$ cat config.mk
export PLATFORM = sky130hd
export DESIGN_NAME = draw_text_banner
export DESIGN_NICKNAME = d
export VERILOG_FILES = /design/src/rtl/vga_text_pkg.sv /design/src/rtl/banner_anim_ctrl.sv /design/src/rtl/draw_text_banner.sv
export SDC_FILE = /design/constraint.sdc
export NUM_CORES = 1
export LEC_CHECK = 0
export BUFFER_PORTS_ARGS = -buffer_cell sky130_fd_sc_hd__buf_2
export CORE_UTILIZATION = 45
export DETAILED_ROUTE_END_ITERATION = 10
export PLACE_DENSITY_LB_ADDON = 0.2
export RECOVER_POWER = 25
export SYNTH_ARGS = -nofsm -noshare
export SYNTH_HDL_FRONTEND = slang
export SYNTH_SLANG_ARGS = --single-unit
$ cat constraint.sdc
create_clock -name clk -period 5.85 [get_ports clk]
set_input_delay 0.585 -clock clk [delete_from_list [all_inputs] [get_ports clk]]
set_output_delay 0.585 -clock clk [all_outputs]
set_load 0.005 [all_outputs]
$ cat src/rtl/vga_text_pkg.sv
// Shared types and constants for the VGA text overlay path (8x16 font ROM).
package vga_text_pkg;

  localparam int FONT_W = 8;
  localparam int FONT_H = 16;
  localparam int ROM_AW = 11;

  typedef enum logic [1:0] {
    BM_STATIC,
    BM_BLINK,
    BM_SCROLL,
    BM_BLINK_SCROLL
  } banner_mode_t;

  localparam logic [6:0] ASCII_BLANK = 7'h00;

  function automatic logic mode_blinks(input banner_mode_t m);
    return (m == BM_BLINK) || (m == BM_BLINK_SCROLL);
  endfunction

  function automatic logic mode_scrolls(input banner_mode_t m);
    return (m == BM_SCROLL) || (m == BM_BLINK_SCROLL);
  endfunction

endpackage

$ cat src/rtl/banner_anim_ctrl.sv
// Banner animation state: blink/scroll frame counters, mode-change clear, length clamp.
// Updates one cycle after frame_tick/len_we/mode change; no backpressure.
module banner_anim_ctrl
  import vga_text_pkg::*;
#(
  parameter int MAX_CHARS     = 16,
  parameter int BLINK_FRAMES  = 30,
  parameter int SCROLL_FRAMES = 15,
  parameter int CW            = $clog2(MAX_CHARS)
) (
  input  logic          clk,
  input  logic          rst,
  input  logic [1:0]    mode,
  input  logic          frame_tick,
  input  logic          len_we,
  input  logic [CW:0]   len_val,
  output logic [CW:0]   msg_len,
  output logic [CW:0]   scroll_off,
  output logic          blink_vis
);

  localparam int BW = $clog2(BLINK_FRAMES + 1);
  localparam int SW = $clog2(SCROLL_FRAMES + 1);
  localparam logic [CW:0]   MAX_LEN     = (CW+1)'(MAX_CHARS);
  localparam logic [CW:0]   LEN_ONE     = (CW+1)'(1);
  localparam logic [BW-1:0] BLINK_LAST  = BW'(BLINK_FRAMES - 1);
  localparam logic [SW-1:0] SCROLL_LAST = SW'(SCROLL_FRAMES - 1);

  banner_mode_t  cur_mode, mode_q;
  logic          mode_chg;
  logic [CW:0]   len_clamp, msg_len_nxt, scroll_off_nxt;
  logic [BW-1:0] blink_cnt, blink_cnt_nxt;
  logic [SW-1:0] scroll_cnt, scroll_cnt_nxt;
  logic          blink_vis_nxt;

  assign cur_mode  = banner_mode_t'(mode);
  assign mode_chg  = (cur_mode != mode_q);
  assign len_clamp = (len_val > MAX_LEN) ? MAX_LEN : len_val;

  always_comb begin
    blink_cnt_nxt  = blink_cnt;
    blink_vis_nxt  = blink_vis;
    scroll_cnt_nxt = scroll_cnt;
    scroll_off_nxt = scroll_off;
    msg_len_nxt    = len_we ? len_clamp : msg_len;

    if (mode_chg) begin
      blink_cnt_nxt  = '0;
      blink_vis_nxt  = 1'b1;
      scroll_cnt_nxt = '0;
      scroll_off_nxt = '0;
    end else begin
      if (!mode_blinks(cur_mode)) begin
        blink_cnt_nxt = '0;
        blink_vis_nxt = 1'b1;
      end else if (frame_tick) begin
        if (blink_cnt == BLINK_LAST) begin
          blink_cnt_nxt = '0;
          blink_vis_nxt = ~blink_vis;
        end else begin
          blink_cnt_nxt = blink_cnt + BW'(1);
        end
      end

      if (!mode_scrolls(cur_mode)) begin
        scroll_cnt_nxt = '0;
        scroll_off_nxt = '0;
      end else if (len_we) begin
        // A length load suppresses the offset step; the offset is only re-validated.
        if (frame_tick)
          scroll_cnt_nxt = (scroll_cnt == SCROLL_LAST) ? '0 : scroll_cnt + SW'(1);
        if (scroll_off >= len_clamp)
          scroll_off_nxt = '0;
      end else if (frame_tick) begin
        if (scroll_cnt == SCROLL_LAST) begin
          scroll_cnt_nxt = '0;
          scroll_off_nxt = ((msg_len == '0) || (scroll_off >= msg_len - LEN_ONE))
                           ? '0 : scroll_off + LEN_ONE;
        end else begin
          scroll_cnt_nxt = scroll_cnt + SW'(1);
        end
      end
    end
  end

  always_ff @(posedge clk or posedge rst) begin
    if (rst) begin
      mode_q     <= BM_STATIC;
      msg_len    <= '0;
      blink_cnt  <= '0;
      blink_vis  <= 1'b1;
      scroll_cnt <= '0;
      scroll_off <= '0;
    end else begin
      mode_q     <= cur_mode;
      msg_len    <= msg_len_nxt;
      blink_cnt  <= blink_cnt_nxt;
      blink_vis  <= blink_vis_nxt;
      scroll_cnt <= scroll_cnt_nxt;
      scroll_off <= scroll_off_nxt;
    end
  end

endmodule

$ cat src/rtl/draw_text_banner.sv
// Scaled text banner overlay: string buffer, geometry, font ROM addressing, pixel pipeline.
// pixel_on/text_on lag pix_x/pix_y by ROM_LAT+2 cycles; no backpressure.
module draw_text_banner
  import vga_text_pkg::*;
#(
  parameter int MAX_CHARS     = 16,
  parameter int SCALE_LOG2    = 3,
  parameter int ROM_LAT       = 1,
  parameter int BLINK_FRAMES  = 30,
  parameter int SCROLL_FRAMES = 15,
  localparam int CW           = $clog2(MAX_CHARS)
) (
  input  logic              clk,
  input  logic              rst,
  input  logic              enable,
  input  logic [9:0]        pix_x,
  input  logic [9:0]        pix_y,
  input  logic              frame_tick,
  input  logic [9:0]        org_x,
  input  logic [9:0]        org_y,
  input  logic [1:0]        mode,
  input  logic              wr_en,
  input  logic [CW-1:0]     wr_idx,
  input  logic [6:0]        wr_char,
  input  logic              len_we,
  input  logic [CW:0]       len_val,
  output logic [ROM_AW-1:0] rom_addr,
  input  logic [7:0]        rom_data,
  output logic              text_on,
  output logic              pixel_on
);

  localparam logic [CW:0]   MAX_LEN  = (CW+1)'(MAX_CHARS);
  localparam logic [10:0]   CELL_H   = 11'(FONT_H << SCALE_LOG2);
  localparam int            COL_SH   = SCALE_LOG2 + $clog2(FONT_W);

  logic [6:0]  char_buf [MAX_CHARS];
  logic [CW:0] msg_len, scroll_off, idx;
  logic        blink_vis;
  logic [9:0]  dx, dy, col;
  logic [CW+1:0] sum;
  logic        in_region;
  logic [3:0]  row;
  logic [2:0]  bit_sel;
  logic [6:0]  char_sel;

  logic        on_pipe  [0:ROM_LAT];
  logic [2:0]  bit_pipe [0:ROM_LAT];

  banner_anim_ctrl #(
    .MAX_CHARS    (MAX_CHARS),
    .BLINK_FRAMES (BLINK_FRAMES),
    .SCROLL_FRAMES(SCROLL_FRAMES),
    .CW           (CW)
  ) u_anim (
    .clk       (clk),
    .rst       (rst),
    .mode      (mode),
    .frame_tick(frame_tick),
    .len_we    (len_we),
    .len_val   (len_val),
    .msg_len   (msg_len),
    .scroll_off(scroll_off),
    .blink_vis (blink_vis)
  );

  always_ff @(posedge clk or posedge rst) begin
    if (rst) begin
      for (int i = 0; i < MAX_CHARS; i++) char_buf[i] <= ASCII_BLANK;
    end else if (wr_en && ({1'b0, wr_idx} < MAX_LEN)) begin
      char_buf[wr_idx] <= wr_char;
    end
  end

  // Stage 0: geometry and character lookup. Both operands of the wrap are below
  // msg_len whenever in_region holds, so a single subtract is enough.
  always_comb begin
    dx        = pix_x - org_x;
    dy        = pix_y - org_y;
    col       = dx >> COL_SH;
    in_region = enable && (pix_x >= org_x) && (pix_y >= org_y) &&
                ({1'b0, dy} < CELL_H) && (col < 10'(msg_len));
    row       = dy[SCALE_LOG2 +: 4];
    bit_sel   = dx[SCALE_LOG2 +: 3];
    sum       = (CW+2)'(col[CW:0]) + (CW+2)'(scroll_off);
    if (msg_len == '0)
      idx = '0;
    else if (sum >= (CW+2)'(msg_len))
      idx = (CW+1)'(sum - (CW+2)'(msg_len));
    else
      idx = (CW+1)'(sum);
    char_sel = (idx < MAX_LEN) ? char_buf[idx[CW-1:0]] : ASCII_BLANK;
  end

  always_ff @(posedge clk or posedge rst) begin
    if (rst) begin
      rom_addr <= '0;
      for (int k = 0; k <= ROM_LAT; k++) begin
        on_pipe[k]  <= 1'b0;
        bit_pipe[k] <= 3'd0;
      end
      text_on  <= 1'b0;
      pixel_on <= 1'b0;
    end else begin
      rom_addr    <= {char_sel, row};
      on_pipe[0]  <= in_region & blink_vis;
      bit_pipe[0] <= bit_sel;
      for (int k = 1; k <= ROM_LAT; k++) begin
        on_pipe[k]  <= on_pipe[k-1];
        bit_pipe[k] <= bit_pipe[k-1];
      end
      text_on  <= on_pipe[ROM_LAT];
      pixel_on <= on_pipe[ROM_LAT] & rom_data[3'd7 - bit_pipe[ROM_LAT]];
    end
  end

endmodule

# Yosys cells after proc, flatten, opt, wreduce, memory -nomap -nowiden

Cells that the tools add are included.

Flip-flop bits (word level): 155
Bits of input ports: 72
Logic and storage cells: 110
Output and inout bits: 13

Multiplexer cells: 31
Equality and inequality tests: 12
Reduce and logical (&&, ||, !) cells: 11
$lt $le $gt $ge: 13
Add/subtract/negate cells: 9
Bitwise logic cells: 5

Operators with widths:

| operator                                                                       | number |
|---|---|
| 112-bit bitwise mux                                                            | 1 |
| 5-bit two-way mux                                                              | 14 |
| 7-bit binary-select mux with 4-bit select                                      | 1 |
| 7-bit demux with 4-bit select                                                  | 1 |
| 7-bit two-way mux                                                              | 4 |
| 10-bit >= comparator                                                           | 2 |
| 10-bit subtractor                                                              | 2 |
| 4-bit two-way mux                                                              | 4 |
| 4-bit by 3-bit inequality test with 1-bit output (second input constant)       | 3 |
| 5-bit by 1-bit adder with 5-bit output (second input constant)                 | 2 |
| 5-bit >= comparator                                                            | 2 |
| 5-bit >= comparator (second input constant)                                    | 2 |
| 10-bit by 8-bit less-than comparator with 1-bit output (second input constant) | 1 |
| 4-bit NOT with 5-bit output                                                    | 2 |
| 3-bit by 2-bit inequality test with 1-bit output (second input constant)       | 3 |
| 4-bit by 5-bit adder with 6-bit output                                         | 1 |
| 6-bit by 5-bit >= comparator with 1-bit output                                 | 1 |
| 5-bit == test (second input constant)                                          | 1 |
| 5-bit greater-than comparator (second input constant)                          | 1 |
| 1-bit logical AND                                                              | 5 |
| 5-bit logical NOT                                                              | 1 |
| 4-bit by 5-bit less-than comparator with 1-bit output                          | 1 |
| 5-bit by 1-bit less-than comparator with 1-bit output (second input constant)  | 1 |
| 5-bit less-than comparator (second input constant)                             | 1 |
| other kinds (16)                                                               | 24 |

# Longest topological paths before layout

Gate-level depths: netlist (run 1).

Depth after elaboration: 10
Mapped depth: 25

# Hierarchy

A second synthesis (run 1) with hierarchy kept.

Cells, all modules: 805
Area, all modules: 8735.9 µm²

By module, submodules not included:

| module           | area an instance (µm²) | instances | cells each | sequential area each (µm²) |
|---|---|---|---|---|
| draw_text_banner | 7349.5                 | 1         | 659        | 3328.2 |
| banner_anim_ctrl | 1386.3                 | 1         | 146        | 551.8 |

# Least setup slack after synthesis (run 1)

Ideal clock, no wire load.

Kind: input to register
Start: input port org_x[1]
End: register rom_addr[10]
Cell stages on the path: 22
Arrival time: 5.151 ns
Path slack: 0.560 ns
Library setup time: 0.139 ns
Required time: 5.711 ns
Cells stage by stage: inv_1 ha_1 nor2b_1 o21ai_0 a21boi_0 o211ai_1 a21boi_0 o21a_1 nor2_1 fa_1 inv_1 fa_1 nand2b_1 a21oi_2 o22ai_2 and2_4 buf_6 a211oi_4 mux4_2 and2_1 a211oi_1 a211oi_2

Word-level cells in the longest chain between the ends: 10
Elaborated cells between the ends (all ways): 12

RTL lines:

| what                                                                               | RTL line                                       | source |
|---|---|---|
| start, declared                                                                    | draw_text_banner.sv:19                         | `input logic [9:0] org_x,` |
| 10-bit subtractor *                                                                | draw_text_banner.sv:78                         | `dx = pix_x - org_x;` |
| 4-bit by 5-bit adder with 6-bit output *                                           | draw_text_banner.sv:85                         | `sum = (CW+2)'(col[CW:0]) + (CW+2)'(scroll_off);` |
| 5-bit subtractor or 6-bit by 5-bit >= comparator with 1-bit output (tied branches) | draw_text_banner.sv:89, draw_text_banner.sv:88 |  |
| 5-bit two-way mux *                                                                | draw_text_banner.sv:88                         | `else if (sum >= (CW+2)'(msg_len))` |
| 5-bit two-way mux *                                                                | draw_text_banner.sv:86                         | `if (msg_len == '0)` |
| 4-bit NOT with 5-bit output (not written as such)                                  | draw_text_banner.sv:92                         | `char_sel = (idx < MAX_LEN) ? char_buf[idx[CW-1:0]] : ASCII_BLANK;` |
| 7-bit binary-select mux with 4-bit select                                          | draw_text_banner.sv:92                         |  |
| 7-bit two-way mux (not written as such) (2 in series)                              | draw_text_banner.sv:92                         |  |
| 7-bit two-way mux *                                                                | draw_text_banner.sv:92                         |  |
| net char_sel[6]                                                                    | draw_text_banner.sv:45                         | `logic [6:0] char_sel;` |
| end signal, assigned                                                               | draw_text_banner.sv:105                        | `rom_addr <= {char_sel, row};` |
| end, declared                                                                      | draw_text_banner.sv:27                         | `output logic [ROM_AW-1:0] rom_addr,` |

Mark *: on every way through the listed nets, which the timed path passes. The rest lies on a longest branch. The select of a mux whose other input is x is not followed.
A chain may end at the register's enable or synchronous reset.

# Worst setup path in the final report (run 1)

Ends and elaborated chain as after synthesis.

==> results of run 1 <==
layer usage:
metal / global-route usage / part of all wire
met1: 0.273 / 0.45
met2: 0.371 / 0.49
met3: 0.0447 / 0.036
met4: 0.0651 / 0.017
met5: 0 / 0
final timing paths:
kind	startpoint	slack, ns	end	depth (start not counted)
max	org_x[1]	0.59	rom_addr[10]	22
min	mode[1]	0.34	u_anim.mode_q[1]	1
max reg2reg	u_anim.scroll_off[0]	1.69	rom_addr[10]	13
min reg2reg	bit_pipe[4]	0.35	bit_pipe[1]	0
max in group asynchronous	rst	2.30	char_buf[103]	3
min in group asynchronous	rst	1.37	text_on	2
kinds of logic after synthesis:
kind of cell / count (synthesis) / synth area share
compound gates: 117 / 0.0925
xor+xnor: 18 / 0.0189
fa+ha+maj: 50 / 0.0766
buf+inv: 64 / 0.0332
flops: 155 / 0.464
mux: 167 / 0.223
simple gates: 158 / 0.0913
Yosys cell counts, drive strengths merged, types with 8 or more instances:
cell and count:
dfrtp 154, mux2i 50, nand3 8, mux2 113, a21oi 33, nand2b 12, a22oi 11, nor3 11
o21ai 18, clkbuf 13, nor2 55, buf 10, ha 48, a21o 8, inv 41, xnor2 15
a211oi 11, nand2 37, o22ai 13
critical path: cells and delay by family:
kind | cells | cell delay, ns
muxes | 1 | 0.55
adders and majority gates | 3 | 1.28
and+or+nand+nor | 5 | 0.77
AOI/OAI and AO/OA | 10 | 2.10
buffers and inverters | 3 | 0.24
registers in the layout, summed over array words and instances (netlist names), 2 cells and up:
name and flops:
char_buf 112, u_anim.mode_q 2, u_anim.scroll_cnt 4, u_anim.scroll_off 5, u_anim.msg_len 5, u_anim.blink_cnt 5, bit_pipe 6, on_pipe 2
rom_addr 11
power by group through the flow:
stage          combinational [mW]  clock, mW  sequential (mW)
3_3_place_gp                 1.10          0             1.42
5_1_grt                      1.24       1.23             1.44
6_report                     1.14       1.16             1.41
2_1_floorplan               0.838          0             1.39
3_5_place_dp                 1.13          0             1.42
4_1_cts                      1.14       1.18             1.41
metrics by stage:
stage	util	hold WS, ns	cells
4_1_cts	0.534	0.304	1060
2_1_floorplan	-	0.331	729
3_5_place_dp	0.500	0.336	1029
3_3_place_gp	0.500	0.334	1029
6_report	0.533	0.342	1060
5_1_grt	0.533	0.322	1060
cell type report:
| cell class | instances | share of cell area |
|---|---|---|
| repair buffers | 94 | 0.0524 |
| flip-flops and latches | 155 | 0.402 |
| clock inverters | 10 | 0.0170 |
| inverters | 41 | 0.0161 |
| well taps | 229 | 0.0297 |
| clock buffers | 21 | 0.0467 |
| multi-input cells | 510 | 0.436 |
==> results.yml, run 1 <==
placed_design:
  port_buffers: 84
  gp_congestion: 0.871
  dpl_worst_slack_ns: 0.177
  placed_area_um2: 9040
  dpl.hpwl_mm: 13.7
sta:
  final.setup.tns_ns: 0
  worst_pin_slew_ns: 4.08
  hold_viol_final: 0
  rsz0062_at_grt: "no"
  relSlewSlack: -1.74
  min_period_over_period: 0.900
  fin_ws_ns: 0.587
  clock_skew_ns: 0.00916
  clock.fmax_ghz: 0.190
  slew_viol_final: 93
  period_needed_ns: 5.26
  setup_viol: 0
power_and_ir_drop:
  ir_worst_vdd_mv: 0.245
  seqPwrFrac: 0.380
  combPwrFrac: 0.307
  switching_share: 0.308
  clockPowerShare: 0.313
  switchingPower_mw: 1.14
  p_leak_nw: 4.53
  p_total_mw: 3.70
  p_int_mw: 2.56
  power_density_nw_per_um2: 384
hold_path:
  hold_path.class: "primary input to flip-flop"
layout:
  nNetsFinal: 941
  syn_to_final_growth_pct: 15.4
  antenna_cells: 0
  drive_gt1_frac: 0.297
  postLayoutCellArea_um2: 9650
  multi_input_area_um2: 4210
  seqCellArea_um2: 3880
  layout_common_cells: "dfrtp_1 (154), mux2_2 (113), buf_2 (82)"
  fillerInstances: 1562
  final_common_cell: "dfrtp_1"
synth:
  ys_ff_latch: 155
  syn_nets: 851
  synth_top_area_share: 0.461
  seq_area_frac_synth: 0.464
  yosysWarnings: 0
  synthCells: 729
  yosysTopAreaCell: "dfrtp_1"
  synth_edf_count: 0
  synth_flop_cell: "dfrtp_1"
  async_flop_share: 1.00
  synth_area_per_cell_um2: 11.5
  synth_area_leaders: "dfrtp_1 (46%), mux2_2 (15%), ha_1 (7.2%)"
  netlist_area_um2: 8360
  ys_types: 59
worst_setup_path:
  crit_required_ns: 6.13
  crit_type: "primary input to flip-flop"
  startpoint_type: "primary input"
  critPathMaxStageDelay_ns: 0.57
  critical_path_arrival_ns: 5.54
  crit_fanout: 6
  crit_slowest_cell: "fa_1"
  crit_chain: "buf_2 -> inv_1 -> ha_1 -> nor2b_1 -> o21ai_0 -> a21boi_0 -> o211ai_1 -> a21boi_0 -> o21a_1 -> nor2_1 -> fa_1 -> inv_1 -> fa_1 -> nand2b_1 -> a21oi_2 -> o22ai_2 -> and2_4 -> a211oi_4 -> mux4_2 -> and2_1 -> a211oi_1 -> a211oi_2"
  endpoint_kind: "flip-flop"
clock_tree:
  cts_hold_buf: 0
  path_clk_slew_ns: 0.06
  htree_levels: 4
  post_cts_buffers: 0
  cts_buffers: 17
  clk_latency_ns: 0.43
  cts.sinks: 155
  cts_buffer_depth: 2
  cts-resized-gates: 0
  cts_tree: "built"
  cts_root_buf: "clkbuf_16"
routing:
  via_per_inst: 5.59
  via_count: 5925
  ant_nets: 0
  drt-wirelength-per-cell_um: 18.3
  wirelength_mm: 19.4
  dr.pass1.iters: 8
  route.detailed.drc: 10
  dr.first_iter.drc_count: 270
grt:
  grt_max_degree: 93
  grt_usage: 0.216
  grt_pass1_vias: 6264
  grt_overflow_total: 0
  grt_antenna_before_repair: 0
  grt_pass1_wl_mm: 32.3
run_status:
  violations: "design-rule violations, max-capacitance violations, max-slew violations"
  outcome: "finished, violations left"
floorplan:
  core_area_um2: 18100
  chipWidth_um: 138
  start_util: 0.462
  die_area_um2: 19100
  io_pins: 85
  rows: 49
  die_h_um: 138
flow_run:
  drv_cap: 1
Note: power is estimated with default switching activity, not from simulation.
==> inputs of run 2 (changes only) <==
--- a/config.mk
+++ b/config.mk
@@ -6,6 +6,7 @@
 export NUM_CORES = 1
 export LEC_CHECK = 0
 export BUFFER_PORTS_ARGS = -buffer_cell sky130_fd_sc_hd__buf_2
+export CORE_ASPECT_RATIO = 0.75
 export CORE_UTILIZATION = 45
 export DETAILED_ROUTE_END_ITERATION = 10
 export PLACE_DENSITY_LB_ADDON = 0.2
==> run 2 against run 1 <==
  * The run ends with max-capacitance violations, max-slew violations left
  * Design area increased by 0.14%
  * Via count increased by 1.7%
  * Core utilization increased by 0.57 points
  * Clock skew decreased by 0.0013 ns
  * Maximum frequency decreased by 4.6%
  * Sequential power about the same
  * Final cell count increased by 1.5%
  * Hold slack got worse by 0.020 ns
  * Count of clock-buffer cells in the layout decreased by 4
  * Critical endpoint unchanged
==> results.yml, run 2 (synthesis results as in run 1) <==
floorplan:
  core_area_um2: 17900
  io_pins: 85
  start_util: 0.466
  die_h_um: 120
  rows: 42
  chipWidth_um: 159
  die_area_um2: 19100
worst_setup_path:
  startpoint_type: "primary input"
  crit_slowest_cell: "mux4_2"
  endpoint_kind: "flip-flop"
  crit_chain: "buf_2 -> ha_1 -> nor2b_1 -> o21ai_0 -> a21boi_0 -> o211ai_1 -> a21boi_0 -> o21a_1 -> nor2_1 -> ha_1 -> a21o_1 -> a21oi_1 -> xnor2_1 -> ha_1 -> nor2_1 -> a21oi_2 -> o22ai_2 -> a21boi_1 -> a211oi_4 -> mux4_2 -> and2_1 -> a211oi_1 -> a211oi_2"
  cpMostUsedCell: "ha_1"
  crit_required_ns: 6.14
  crit_type: "primary input to flip-flop"
  crit_fanout: 4
  critPathMaxStageDelay_ns: 0.53
  path_delay_family: "compound AO/OA/AOI/OAI gates"
  path_buf_inv: 1
  critical_path_arrival_ns: 5.80
grt:
  grt_usage: 0.220
  grt_pass1_wl_mm: 32.7
  grt_antenna_before_repair: 0
  grt_overflow_total: 0
  grt_max_degree: 98
  grt_pass1_vias: 6262
sta:
  min_period_over_period: 0.943
  hold_viol_final: 0
  setup_viol: 0
  clock.fmax_ghz: 0.181
  slew_viol_final: 98
  relSlewSlack: -1.86
  final.setup.tns_ns: 0
  fin_ws_ns: 0.335
  rsz0062_at_grt: "no"
  worst_pin_slew_ns: 4.26
  period_needed_ns: 5.51
  holdWs_ns: 0.321
  clock_skew_ns: 0.00782
layout:
  postLayoutCellArea_um2: 9660
  layout_common_cells: "dfrtp_1 (154), mux2_2 (113), buf_2 (82)"
  final_common_cell: "dfrtp_1"
  regMostFlops: "char_buf"
  largest_register_ffs: 112
  syn_to_final_growth_pct: 15.6
  nNetsFinal: 943
  reg_top3: "char_buf x112, rom_addr x11, bit_pipe x6"
  antenna_cells: 0
  drive_gt1_frac: 0.303
placed_design:
  gp_congestion: 0.857
  dpl.hpwl_mm: 14.5
  placed_area_um2: 9060
  dpl_worst_slack_ns: -0.0709
  port_buffers: 84
routing:
  route.detailed.drc: 0
  via_count: 6024
  wirelength_mm: 20.0
  drt-wirelength-per-cell_um: 18.6
  dr.pass1.iters: 5
  dr.first_iter.drc_count: 387
  ant_nets: 0
  via_per_inst: 5.60
clock_tree:
  clk_latency_ns: 0.43
  cts_buffer_depth: 2
  cts.sinks: 155
  cts_buffers: 17
  htree_levels: 4
  cts_tree: "built"
  cts_root_buf: "clkbuf_16"
  path_clk_slew_ns: 0.07
power_and_ir_drop:
  switching_share: 0.341
  combPwrFrac: 0.313
  switchingPower_mw: 1.25
  p_total_mw: 3.66
  seqPwrFrac: 0.389
  ir_worst_vdd_mv: 0.189
  clockPowerShare: 0.298
  p_leak_nw: 4.53
  p_int_mw: 2.41
  power_density_nw_per_um2: 379
run_status:
  violations: "max-capacitance violations, max-slew violations"
  outcome: "finished, violations left"
hold_path:
  hold_path.class: "primary input to flip-flop"
flow_run:
  drv_cap: 1
run 2: changes by cell type in the layout (fill, tap and decap cells not counted), moves of 3 or more:
cell / previous run / this run
bufinv_16: 4 / 0
clkbuf_1: 5 / 2
clkinv_8: 0 / 5
buf_4: 9 / 12
inv_8: 0 / 4
run 2: final timing paths:
check / slack (ns) / start / end / depth (start not counted)
max: 0.34 / pix_x[1] / rom_addr[10] / 23
min: 0.32 / mode[0] / u_anim.mode_q[0] / 1
max reg2reg: 1.48 / u_anim.scroll_off[0] / rom_addr[10] / 13
min reg2reg: 0.35 / bit_pipe[4] / bit_pipe[1] / 0
max in group asynchronous: 2.26 / rst / char_buf[62] / 3
min in group asynchronous: 1.42 / rst / rom_addr[0] / 2
run 2: layout make-up:
type,instances,area (um2)
fill,1563,8260
inverter,41,155
multi-input combinational,510,4210
clock buffer,17,425
timing repair buffer,96,508
clock inverter,15,175
tap,242,303
sequential,155,3880
run 2: power by group through the flow:
stage	registers, mW	clock network (mW)	logic, mW
floorplan	1.39	0	0.838
global placement	1.44	0	1.07
detailed placement	1.44	0	1.13
CTS	1.42	1.12	1.13
global route	1.45	1.15	1.25
finish	1.42	1.09	1.15
run 2: layer usage:
metal	global-route usage	wire length, um
met1	0.314	9910
met5	0	0
met4	0.0511	166
met3	0.0439	879
met2	0.345	9050
run 2: through the flow:
step	cells	utilization
2_1_floorplan	729	-
3_3_place_gp	1044	0.505
3_5_place_dp	1044	0.505
4_1_cts	1076	0.539
5_1_grt	1076	0.539
6_report	1076	0.539
run 2: repair_timing:
item | in CTS | in global routing
hold buffers | 0 | 0
resized for setup | 0 | 1
buffers inserted | 0 | 0
setup endpoints to repair | 0 | 1
==> inputs of run 3 (changes only) <==
--- a/config.mk
+++ b/config.mk
@@ -7,7 +7,7 @@
 export LEC_CHECK = 0
 export BUFFER_PORTS_ARGS = -buffer_cell sky130_fd_sc_hd__buf_2
 export CORE_ASPECT_RATIO = 0.75
-export CORE_UTILIZATION = 45
+export CORE_UTILIZATION = 60
 export DETAILED_ROUTE_END_ITERATION = 10
 export PLACE_DENSITY_LB_ADDON = 0.2
 export RECOVER_POWER = 25
==> run 3 against run 2 <==
  * The flow finishes with violations (design-rule violations, max-capacitance violations, max-slew violations)
  * Combinational power about the same
  * Count of clock-buffer cells in the layout rose by 3
  * Core utilization grew 17 points
  * Sequential share of layout area is 0.83 points higher
  * Global-route usage up 5.8 points
  * Hold slack gained 0.0026 ns
  * Final cell count down 6.9%
  * Critical path depth did not move
  * Design area is 2.0% lower
  * Highest routed layer unchanged
==> results.yml, run 3 (synthesis results as in run 1) <==
placed_design:
  port_buffers: 84
  dpl.hpwl_mm: 13.4
  gp_congestion: 0.872
  dp_cells: 970
clock_tree:
  htree_levels: 4
  cts_tree: "built"
  path_clk_slew_ns: 0.06
  cts-resized-gates: 0
  cts.sinks: 155
  post_cts_buffers: 0
  cts_hold_buf: 0
  cts_buffers: 17
  clk_latency_ns: 0.43
  cts_root_buf: "clkbuf_16"
  cts_buffer_depth: 2
worst_setup_path:
  crit_type: "primary input to flip-flop"
  crit_fanout: 20
  crit_required_ns: 6.13
  crit_slowest_cell: "fa_1"
  critical_path_arrival_ns: 5.57
  r2r_setup_slack_ns: 1.63
  r2r-start: "u_anim.scroll_off[0]"
  r2r_end: "rom_addr[10]"
  critPathMaxStageDelay_ns: 0.57
  crit_chain: "buf_2 -> inv_1 -> ha_1 -> nor2b_1 -> o21ai_0 -> a21boi_0 -> o211ai_1 -> a21boi_0 -> o21a_1 -> nor2_1 -> fa_1 -> inv_1 -> fa_1 -> nand2b_1 -> a21oi_2 -> o22ai_2 -> nand2_1 -> mux2i_2 -> buf_12 -> mux4_2 -> and2_1 -> a211oi_1 -> a211oi_2"
  reg2reg_depth: 14
  startpoint_type: "primary input"
  endpoint_kind: "flip-flop"
layout:
  syn_to_final_growth_pct: 13.2
  largest_register_ffs: 112
  nNetsFinal: 940
  antenna_cells: 0
  drive_gt1_frac: 0.297
  final_common_cell: "dfrtp_1"
  final_cell_count_no_fill: 1002
  layout_common_cells: "dfrtp_1 (154), mux2_2 (113), buf_2 (82)"
  regMostFlops: "char_buf"
  fillerInstances: 937
  reg_top3: "char_buf x112, rom_addr x11, bit_pipe x6"
power_and_ir_drop:
  p_leak_nw: 4.48
  power_density_nw_per_um2: 371
  ir_worst_vdd_mv: 0.244
sta:
  period_needed_ns: 5.29
  worst_pin_slew_ns: 3.85
  clock.fmax_ghz: 0.189
  min_period_over_period: 0.905
  hold_viol_final: 0
  relSlewSlack: -1.58
  clock_skew_ns: 0.00805
  rsz0062_at_grt: "no"
  slew_viol_final: 91
  setup_viol: 0
  final.setup.tns_ns: 0
routing:
  dr.pass1.iters: 8
  via_per_inst: 5.99
  wirelength_mm: 18.7
  ant_nets: 0
  dr.first_iter.drc_count: 487
  drt-wirelength-per-cell_um: 18.7
  via_count: 6005
  route.detailed.drc: 14
floorplan:
  die_area_um2: 14400
  io_pins: 85
  die_h_um: 104
  core_area_um2: 13300
  rows: 36
  start_util: 0.629
  chipWidth_um: 138
grt:
  grt_max_degree: 91
  met2_usage: 0.450
  grt-busiest-layer: "met2"
  grt_pass1_wl_mm: 31.0
  grt_overflow_total: 0
  grt_util_met1: 0.369
  grt_usage: 0.278
  use_met3: 0.0529
  grt_antenna_before_repair: 0
  grt_pass1_vias: 6184
hold_path:
  min_to: "u_anim.mode_q[0]"
  hold_depth: 1
  hp-start: "mode[0]"
  hold_path.class: "primary input to flip-flop"
run_status:
  violations: "design-rule violations, max-capacitance violations, max-slew violations"
  outcome: "finished, violations left"
flow_run:
  drv_cap: 1
[run 3: changes by cell type in the layout (fill, tap and decap cells not counted), sizes merged]
cell      previous run  this run
inv                 47        41
buf                 94        91
clkbuf              19        22
clkinvlp             1         3
clkinv               8         9
[run 3: report_power, final]
part	leakage, nW	internal, mW	switching (mW)
sequential	1.92	1.30	0.120
combinational	2.30	0.538	0.599
clock	0.253	0.537	0.426
[run 3: layout make-up]
type / instances / area (um2) / area share
clock buffer: 20 / 437 / 0.0461
clock inverter: 12 / 76.3 / 0.00806
inverter: 41 / 155 / 0.0164
multi-input combinational: 510 / 4210 / 0.444
sequential: 155 / 3880 / 0.410
tap: 171 / 214 / 0.0226
timing repair buffer: 93 / 498 / 0.0526
[run 3: worst max path at each step]
stage / start / end / slack (ns) / cells past startpoint
after CTS: org_x[1] / rom_addr[10] / 0.58 / 23
after detailed placement: org_x[1] / rom_addr[10] / 0.17 / 23
after global placement: org_x[1] / rom_addr[10] / 0.28 / 23
after floorplan: org_x[1] / rom_addr[10] / 0.56 / 22
final: org_x[1] / rom_addr[10] / 0.56 / 23
after global routing: org_x[1] / rom_addr[10] / 0.17 / 24
[run 3: worst max-delay path: cells and delay by family]
family,cells,cell delay (ns)
compound gates,9,1.78
simple gates,5,0.84
buf+inv,4,0.46
fa+ha+maj,3,1.29
mux,2,0.62
[run 3: through the flow]
stage	worst slack, ns	util	hold slack (ns)	instance area (um2)	power [mW]
after floorplan	0.560	-	0.331	8360	2.23
after detailed placement	0.171	0.674	0.341	8960	2.55
after CTS	0.578	0.713	0.293	9470	3.52
after global routing	0.169	0.712	0.328	9470	3.70
after global placement	0.280	0.674	0.335	8960	2.50
final	0.557	0.712	0.324	9470	3.52
[run 3: metal layers]
| layer | vias to the layer above | part of all wire |
|---|---|---|
| met2 | 202 | 0.47 |
| li1 | 2793 | - |
| met4 | 0 | 0.022 |
| met3 | 35 | 0.056 |
| met5 | - | 0 |
| met1 | 2975 | 0.46 |
